--- config.mk ---
export PLATFORM = sky130hd
export DESIGN_NAME = msx_audio_dcblock
export DESIGN_NICKNAME = d
export VERILOG_FILES = /design/src/rtl/msx_audio_dcblock_pkg.sv /design/src/rtl/msx_dc_iir_step.sv /design/src/rtl/msx_audio_dcblock.sv
export SDC_FILE = /design/constraint.sdc
export NUM_CORES = 1
export LEC_CHECK = 0
export BUFFER_PORTS_ARGS = -buffer_cell sky130_fd_sc_hd__buf_4
export CAP_MARGIN = 10
export CORE_MARGIN = 10
export CORE_UTILIZATION = 55
export DETAILED_ROUTE_END_ITERATION = 10
export PLACE_DENSITY = 0.8
export SYNTH_ARGS = -nofsm -noshare
export SYNTH_HDL_FRONTEND = slang
export SYNTH_SLANG_ARGS = --single-unit
--- constraint.sdc ---
create_clock -name clk -period 13.8 [get_ports clk]
set_input_delay 2.07 -clock clk [delete_from_list [all_inputs] [get_ports clk]]
set_output_delay 2.07 -clock clk [all_outputs]
set_load 0.01 [all_outputs]
--- src/rtl/msx_audio_dcblock_pkg.sv ---
// Shared MSX audio types and constants for the DC-blocking high-pass filter.
package msx_audio_dcblock_pkg;

  localparam int unsigned SAMPLE_W              = 16;
  localparam int unsigned GUARD_W               = 2;
  localparam int unsigned DCBLOCK_SHIFT_DEFAULT = 10;
  localparam int unsigned OVERRUN_W             = 8;

  typedef logic signed [SAMPLE_W-1:0] audio_sample_t;

  typedef enum logic [1:0] {
    IDLE   = 2'd0,
    CALC_L = 2'd1,
    CALC_R = 2'd2,
    UPDATE = 2'd3
  } dcblock_state_t;

endpackage

--- src/rtl/msx_dc_iir_step.sv ---
// One step of the first-order DC blocker: acc' = acc + (dx << SHIFT) - (acc >>> SHIFT).
module msx_dc_iir_step
  import msx_audio_dcblock_pkg::*;
#(
  parameter int unsigned SHIFT = DCBLOCK_SHIFT_DEFAULT
) (
  input  audio_sample_t                            x,
  input  audio_sample_t                            x_prev,
  input  logic signed [SAMPLE_W+GUARD_W+SHIFT-1:0] acc,
  output logic signed [SAMPLE_W+GUARD_W+SHIFT-1:0] acc_next,
  output audio_sample_t                            y_sat
);

  localparam int unsigned ACC_W = SAMPLE_W + GUARD_W + SHIFT;
  localparam logic signed [ACC_W-1:0] Y_MAX = ACC_W'(32'sd32767);
  localparam logic signed [ACC_W-1:0] Y_MIN = ACC_W'(-32'sd32768);

  logic signed [SAMPLE_W:0]  diff;
  logic signed [ACC_W-1:0]   diff_ext;
  logic signed [ACC_W-1:0]   y_int;

  // Leak term uses floor truncation; no rounding bias is added.
  always_comb begin
    diff     = (SAMPLE_W+1)'(x) - (SAMPLE_W+1)'(x_prev);
    diff_ext = ACC_W'(diff);
    acc_next = acc + (diff_ext <<< SHIFT) - (acc >>> SHIFT);
    y_int    = acc_next >>> SHIFT;
    if (y_int > Y_MAX) begin
      y_sat = 16'sh7FFF;
    end else if (y_int < Y_MIN) begin
      y_sat = 16'sh8000;
    end else begin
      y_sat = SAMPLE_W'(y_int);
    end
  end

endmodule

--- src/rtl/msx_audio_dcblock.sv ---
// Stereo DC-blocking filter between the mixer and the audio outputs; one
// shared IIR datapath is time-multiplexed over left then right per sample.
module msx_audio_dcblock
  import msx_audio_dcblock_pkg::*;
#(
  parameter int unsigned SHIFT = DCBLOCK_SHIFT_DEFAULT
) (
  input  logic                 clk,
  input  logic                 reset,
  input  logic                 sample_ce,
  input  logic                 bypass,
  input  audio_sample_t        in_L,
  input  audio_sample_t        in_R,
  output audio_sample_t        out_L,
  output audio_sample_t        out_R,
  output logic                 out_valid,
  output logic                 busy,
  output logic [OVERRUN_W-1:0] overrun
);

  localparam int unsigned ACC_W = SAMPLE_W + GUARD_W + SHIFT;

  dcblock_state_t          state;
  audio_sample_t           x_l, x_r, x_prev_l, x_prev_r, y_l, y_r;
  logic signed [ACC_W-1:0] acc_l, acc_r;

  audio_sample_t           step_x, step_x_prev, step_y;
  logic signed [ACC_W-1:0] step_acc, step_acc_next;

  // Steer the shared datapath to the right channel only during CALC_R.
  always_comb begin
    step_x      = x_l;
    step_x_prev = x_prev_l;
    step_acc    = acc_l;
    if (state == CALC_R) begin
      step_x      = x_r;
      step_x_prev = x_prev_r;
      step_acc    = acc_r;
    end
  end

  msx_dc_iir_step #(.SHIFT(SHIFT)) u_step (
    .x        (step_x),
    .x_prev   (step_x_prev),
    .acc      (step_acc),
    .acc_next (step_acc_next),
    .y_sat    (step_y)
  );

  always_ff @(posedge clk) begin
    if (reset) begin
      state     <= IDLE;
      x_l       <= '0;
      x_r       <= '0;
      x_prev_l  <= '0;
      x_prev_r  <= '0;
      y_l       <= '0;
      y_r       <= '0;
      acc_l     <= '0;
      acc_r     <= '0;
      out_L     <= '0;
      out_R     <= '0;
      out_valid <= 1'b0;
      busy      <= 1'b0;
      overrun   <= '0;
    end else begin
      out_valid <= 1'b0;
      case (state)
        IDLE: begin
          if (sample_ce) begin
            x_l   <= in_L;
            x_r   <= in_R;
            busy  <= 1'b1;
            state <= CALC_L;
          end
        end
        CALC_L: begin
          acc_l    <= step_acc_next;
          x_prev_l <= x_l;
          y_l      <= step_y;
          state    <= CALC_R;
        end
        CALC_R: begin
          acc_r    <= step_acc_next;
          x_prev_r <= x_r;
          y_r      <= step_y;
          state    <= UPDATE;
        end
        UPDATE: begin
          // Filter state keeps running under bypass so release is smooth.
          out_L     <= bypass ? x_l : y_l;
          out_R     <= bypass ? x_r : y_r;
          out_valid <= 1'b1;
          busy      <= 1'b0;
          state     <= IDLE;
        end
        default: begin
          busy  <= 1'b0;
          state <= IDLE;
        end
      endcase
      if ((state != IDLE) && sample_ce && (overrun != 8'hFF)) begin
        overrun <= overrun + 8'd1;
      end
    end
  end

endmodule

# ---- After elaboration in Yosys (flattened, before gate mapping)
# Cells that the tools add are included.
dict set report op_classes {
  addsub 4
  n_lt_le_gt_ge 2
  eq_ne 5
  muxes 12
  n_reduce_logical 7
}
# operator count
set ops {}
lappend ops {{$mux 16} 6}
lappend ops {{$add 28x27->28} 1}
lappend ops {{$mux 28} 1}
lappend ops {{$sub 28x18->28} 1}
lappend ops {{$gt 18x16->1 const B} 1}
lappend ops {{$lt 18x16->1 const B} 1}
lappend ops {{$sub 16x16->17} 1}
lappend ops {{$add 8x1->8 const B} 1}
lappend ops {{$ne 8x8->1 const B} 1}
lappend ops {{$pmux 2 s4} 1}
lappend ops {{$eq 2x2->1 const B} 2}
lappend ops {{$reduce_and 2->1} 2}
lappend ops {{$reduce_bool 2->1} 2}
lappend ops {{$eq 2x1->1 const B} 1}
lappend ops {{$logic_and 1x1->1} 2}
lappend ops {{$logic_not 2->1} 1}
lappend ops {{$mux 1} 2}
lappend ops {{$mux 2} 1}
lappend ops {{$ne 2x2->1 const B} 1}
lappend ops {{$pmux 1 s2} 1}
dict set report word_totals {
  reg_bits 196
  inputBits 36
  output_inout_bits 42
  wordCells 44
}

# ---- Depth between registers and ports, before layout
dict set report logic_depth {
  depth_word 8
  mapped_depth 30
  mapped_depth_nobuf 27
}

# ---- Modules after synthesis
# A second synthesis with hierarchy kept.
dict set report hier_totals {
  cells_unflattened 1234
  hier_area_um2 10998.0
}
# module n_inst cells_each area_each_um2 seq_area_each_um2
set modules_own_cells {}
lappend modules_own_cells {msx_audio_dcblock 1 839 8013.9 3923.8}
lappend modules_own_cells {msx_dc_iir_step 1 395 2984.1 0.0}

# ---- Worst setup path after synthesis
# OpenSTA, ideal clock, no wires.
dict set report synth_timing {
  path_kind {flip-flop to flip-flop}
  start {register state[0]}
  end {register y_r[11]}
  setup_time_ps 136
  arrival_time_ps 6102
  required_time_ps 13664
  path_slack_ps 7562
  path_stages_with_launch 29
  path_buffers 4
  synth_period_minus_slack_ps 6238
  cell_sequence {dfxtp_1 inv_1 ha_1 clkbuf_1 buf_1 clkbuf_1 mux2i_1 ha_1 nor2b_1 o21ai_0 a21boi_0 o21ai_0 a21oi_1 or2_2 a21o_1 a21oi_1 xnor2_1 fa_1 ha_1 a21o_1 a21o_1 a21oi_1 o21ai_1 or4b_1 nand4_2 nand3_2 a21oi_2 buf_6 a211oi_2}
}
dict set report synth_via {
  elab_chain_len 8
  word_cells_on_any_way 11
  classes_between {add/sub (3); order compare (2); eq/ne (1); mux (5)}
}
# element line
set synth_rtl {}
lappend synth_rtl {{from (decl)} msx_audio_dcblock.sv:23} ;# dcblock_state_t state;
lappend synth_rtl {{from (signal assigned)} msx_audio_dcblock.sv:52} ;# state <= IDLE;
lappend synth_rtl {{from (signal assigned)} msx_audio_dcblock.sv:74} ;# state <= CALC_L;
lappend synth_rtl {{from (signal assigned)} msx_audio_dcblock.sv:81} ;# state <= CALC_R;
lappend synth_rtl {{$eq 2x2->1 (*)} {msx_audio_dcblock.sv:35, msx_audio_dcblock.sv:68}}
lappend synth_rtl {{$mux 16} msx_audio_dcblock.sv:35} ;# if (state == CALC_R) begin
lappend synth_rtl {{$sub 16x16->17} msx_dc_iir_step.sv:24} ;# diff = (SAMPLE_W+1)'(x) - (SAMPLE_W+1)'(x_prev);
lappend synth_rtl {{$add 28x27->28} msx_dc_iir_step.sv:26} ;# acc_next = acc + (diff_ext <<< SHIFT) - (acc >>> SHIFT);
lappend synth_rtl {{$sub 28x18->28} msx_dc_iir_step.sv:26}
lappend synth_rtl {{$lt 18x16->1} msx_dc_iir_step.sv:30} ;# end else if (y_int < Y_MIN) begin
lappend synth_rtl {{$mux 16} msx_dc_iir_step.sv:30}
lappend synth_rtl {{$mux 16} msx_dc_iir_step.sv:28} ;# if (y_int > Y_MAX) begin
lappend synth_rtl {{to (signal assigned)} msx_audio_dcblock.sv:86} ;# y_r <= step_y;
lappend synth_rtl {{to (decl)} msx_audio_dcblock.sv:24} ;# audio_sample_t x_l, x_r, x_prev_l, x_prev_r, y_l, y_r;
# Mark *: on every way between the ends. The rest lies on a longest branch, timed or not.
# A chain may end at the register's enable or synchronous reset.

# ---- Final worst setup path
dict set report layout_timing {
  start {register state[0]}
  end {register y_r[3]}
}
# Same word-level chain as after synthesis.

==> summary.json <==
{
  "wl": {"value": 27130, "unit": "um"},
  "cp-end-kind": {"value": "register"},
  "area_delta_synth_final": {"value": 11.72, "unit": "%"},
  "setup_violations": {"value": 0},
  "synth-compound-area-share": {"value": 0.1672},
  "holdBufCountCts": {"value": 0},
  "yosys.area.top_type_share": {"value": 0.3661},
  "cts_buffers": {"value": 17},
  "grt_setup_unrepaired": {"value": "no"},
  "setup_slack_of_the_most_critical_reg_to_reg_path": {"value": 6.64, "unit": "ns"},
  "route.vias.total": {"value": 8583},
  "grt_antenna_before_repair": {"value": 0},
  "synth-simple-area-share": {"value": 0.1467},
  "worst_ep_required_time": {"value": 14.10, "unit": "ns"},
  "design.die.area": {"value": 25470, "unit": "um^2"},
  "ys_seq_area_frac": {"value": 0.3661},
  "critPathKind": {"value": "register to register"},
  "worst_hold_path_type": {"value": "register to register"},
  "synth_seq_cells": {"value": 196},
  "cts_clock_pin_slew_for_the_worst_setup_and_hold_paths": {"value": 0.08, "unit": "ns"},
  "startpoint_class_of_the_critical_path": {"value": "register"},
  "yosys-mux-area-fraction": {"value": 0.1235},
  "diodes": {"value": 0},
  "netlist-cell-type-count": {"value": 62},
  "place_hpwl": {"value": 19540, "unit": "um"},
  "synthAdderAreaFrac": {"value": 0.1020},
  "maximum_number_of_pins_on_one_net_before_global_route_repair": {"value": 88},
  "final.setup_skew": {"value": 0.01429, "unit": "ns"},
  "drt-initial-drc-count": {"value": 782},
  "die_height": {"value": 159.6, "unit": "um"},
  "detail-route-antenna-nets": {"value": 0},
  "finalHoldViolCount": {"value": 0},
  "outcome": {"value": "complete, no violations"},
  "final_net_count": {"value": 1355},
  "synthArstFlopShare": {"value": 0},
  "synth.area.top_cells": {"value": "sky130_fd_sc_hd__dfxtp_1 37%, sky130_fd_sc_hd__mux2i_1 10%, sky130_fd_sc_hd__ha_1 6.7%"},
  "clk-insertion-delay-late": {"value": 0.45, "unit": "ns"},
  "placement_rows": {"value": 51},
  "clock_sink_count": {"value": 196},
  "tightest_slew": {"value": 1.186, "unit": "ns"},
  "core_area": {"value": 19330, "unit": "um^2"},
  "number_of_fillers_in_the_final_layout": {"value": 1579},
  "ctsResizeCount": {"value": 0},
  "h-tree-depth": {"value": 4},
  "io_port_bufs": {"value": 77},
  "max_freq": {"value": 139.6, "unit": "MHz"},
  "syn_area": {"value": 10720, "unit": "um^2"},
  "clk_path_buf_depth": {"value": 2},
  "final.setup.tns": {"value": 0, "unit": "ns"},
  "slew_headroom": {"value": 0.2075},
  "synth_top_family_by_area": {"value": "compound AO/OA/AOI/OAI gates"},
  "cts_post_setup_buffers_inserted": {"value": 0},
  "gp_congestion": {"value": 0.9289},
  "critPathMaxFanout": {"value": 62},
  "mappedNetlistNets": {"value": 1327},
  "yosys.area_share.xor_xnor": {"value": 0.04284},
  "drtPass1Iterations": {"value": 6},
  "synth-warning-count": {"value": 0},
  "synth_cells": {"value": 1215},
  "period_minus_slack": {"value": 7.164, "unit": "ns"},
  "avgSynthCellArea": {"value": 8.822, "unit": "um^2"},
  "detail_route.drc_violations": {"value": 0},
  "cts.root.buffer_cell": {"value": "sky130_fd_sc_hd__clkbuf_16"},
  "overflow": {"value": 0},
  "drt-vias-per-instance": {"value": 5.643},
  "period_share": {"value": 0.5191},
  "tritoncts": {"value": "yes"},
  "yosysTopAreaCell": {"value": "sky130_fd_sc_hd__dfxtp_1"},
  "crit_arrival": {"value": 7.46, "unit": "ns"},
  "slew_violations": {"value": 0},
  "drv.max_cap_violation_count": {"value": 0},
  "grt_pass1_vias": {"value": 8383},
  "layout.cells.most_common": {"value": "sky130_fd_sc_hd__dfxtp_1"},
  "drive_above_1_share": {"value": 0.1409},
  "number_of_enable_flip_flop_cells_after_synthesis": {"value": 0},
  "layout_common_cells": {"value": "196 x sky130_fd_sc_hd__dfxtp_1, 176 x sky130_fd_sc_hd__nor2_1, 130 x sky130_fd_sc_hd__nand2_1"},
  "synth_top_flop_cell": {"value": "sky130_fd_sc_hd__dfxtp_1"},
  "die_w": {"value": 159.6, "unit": "um"},
  "boundary_pins": {"value": 78},
  "floorplan.initialDensity": {"value": 0.5544},
  "routed_wire_length_per_instance": {"value": 17.83, "unit": "um"},
  "grt_usage": {"value": 0.2106},
  "grt_pass1_wl": {"value": 44240, "unit": "um"}
}
[per-layer routing]
metal	vias up	part of all wire	wire length, um	GRT usage
met2	286	0.46	12410	0.3260
met5	-	0	0	0
met1	4025	0.45	12240	0.2845
li1	4221	-	-	-
met4	0	0.025	677	0.07709
met3	51	0.066	1801	0.04162
[final timing paths]
| check | startpoint | to | cells past startpoint |
|---|---|---|---|
| max reg2reg | state[0] | y_r[3] | 26 |
| max | state[0] | y_r[3] | 26 |
| min | x_prev_r[14] | x_prev_r[14] | 2 |
| min reg2reg | x_prev_r[14] | x_prev_r[14] | 2 |
[sequential cells by signal (all words and copies together), names as in the netlist]
register,flops
acc_l,28
acc_r,28
out_L,16
out_R,16
x_l,16
x_prev_l,16
x_prev_r,16
x_r,16
y_l,16
y_r,16
overrun,8
state,2
busy,1
out_valid,1
[worst max-delay path, stage by stage, from the launching register on]
cell and delay (ns):
sky130_fd_sc_hd__dfxtp_1 0.34, sky130_fd_sc_hd__inv_1 0.14, sky130_fd_sc_hd__ha_4 0.64, sky130_fd_sc_hd__inv_1 0.13
sky130_fd_sc_hd__a21boi_0 0.43, sky130_fd_sc_hd__inv_1 0.09, sky130_fd_sc_hd__ha_1 0.29, sky130_fd_sc_hd__nor2b_1 0.13
sky130_fd_sc_hd__o21ai_0 0.21, sky130_fd_sc_hd__a21boi_0 0.15, sky130_fd_sc_hd__o21ai_0 0.27, sky130_fd_sc_hd__a21oi_1 0.13
sky130_fd_sc_hd__or2_2 0.32, sky130_fd_sc_hd__a21o_1 0.18, sky130_fd_sc_hd__a21oi_1 0.16, sky130_fd_sc_hd__xnor2_1 0.17
sky130_fd_sc_hd__fa_1 0.46, sky130_fd_sc_hd__ha_1 0.39, sky130_fd_sc_hd__a21o_1 0.21, sky130_fd_sc_hd__a21o_1 0.17
sky130_fd_sc_hd__a21oi_1 0.14, sky130_fd_sc_hd__o21ai_1 0.14, sky130_fd_sc_hd__or4b_1 0.50, sky130_fd_sc_hd__nand4_2 0.15
sky130_fd_sc_hd__nand3_2 0.11, sky130_fd_sc_hd__a21oi_2 0.75, sky130_fd_sc_hd__a211oi_1 0.17
[Yosys cell counts, types with 23 or more instances]
cell type and n:
sky130_fd_sc_hd__ha_1 57, sky130_fd_sc_hd__a211oi_2 24, sky130_fd_sc_hd__a211oi_1 48, sky130_fd_sc_hd__dfxtp_1 196, sky130_fd_sc_hd__inv_1 66, sky130_fd_sc_hd__xor2_1 23
sky130_fd_sc_hd__clkbuf_1 51, sky130_fd_sc_hd__nand2_1 130, sky130_fd_sc_hd__nor2_1 176, sky130_fd_sc_hd__xnor2_1 24, sky130_fd_sc_hd__a21oi_1 86, sky130_fd_sc_hd__mux2i_1 112
sky130_fd_sc_hd__o21ai_0 34
[final cells by class]
class,instances,area [um^2],share of cell area
repair buffers,82,615.6,0.05141
clock buffers,17,425.4,0.03552
clock inverters,15,172.7,0.01442
flip-flops and latches,196,3924,0.3277
inverters,66,247.7,0.02069
well taps,265,331.6,0.02769
multi-input cells,880,6259,0.5226
[logic make-up after synthesis]
group,after synthesis
buffers and inverters,139
muxes,130
adders and majority gates,76
AOI/OAI and AO/OA,254
and+or+nand+nor,371
xor gates and xnor gates,49
DFF,196
[through the flow]
| stage | instance area (um^2) | setup slack, ns | cells | utilization | hold WS (ns) |
|---|---|---|---|---|---|
| detailed placement | 11380 | 6.733 | 1489 | 0.5884 | 0.4563 |
| CTS | 11980 | 6.671 | 1521 | 0.6194 | 0.4682 |
| floorplan | 10720 | 7.562 | 1215 | - | 0.4419 |
| global route | 11980 | 6.040 | 1521 | 0.6194 | 0.4853 |
| finish | 11980 | 6.636 | 1521 | 0.6194 | 0.4675 |
| global placement | 11380 | 6.923 | 1489 | 0.5884 | 0.4516 |
Power is not shown: default switching activity piles up to over one toggle a cycle in this logic, so the estimate is an artifact.
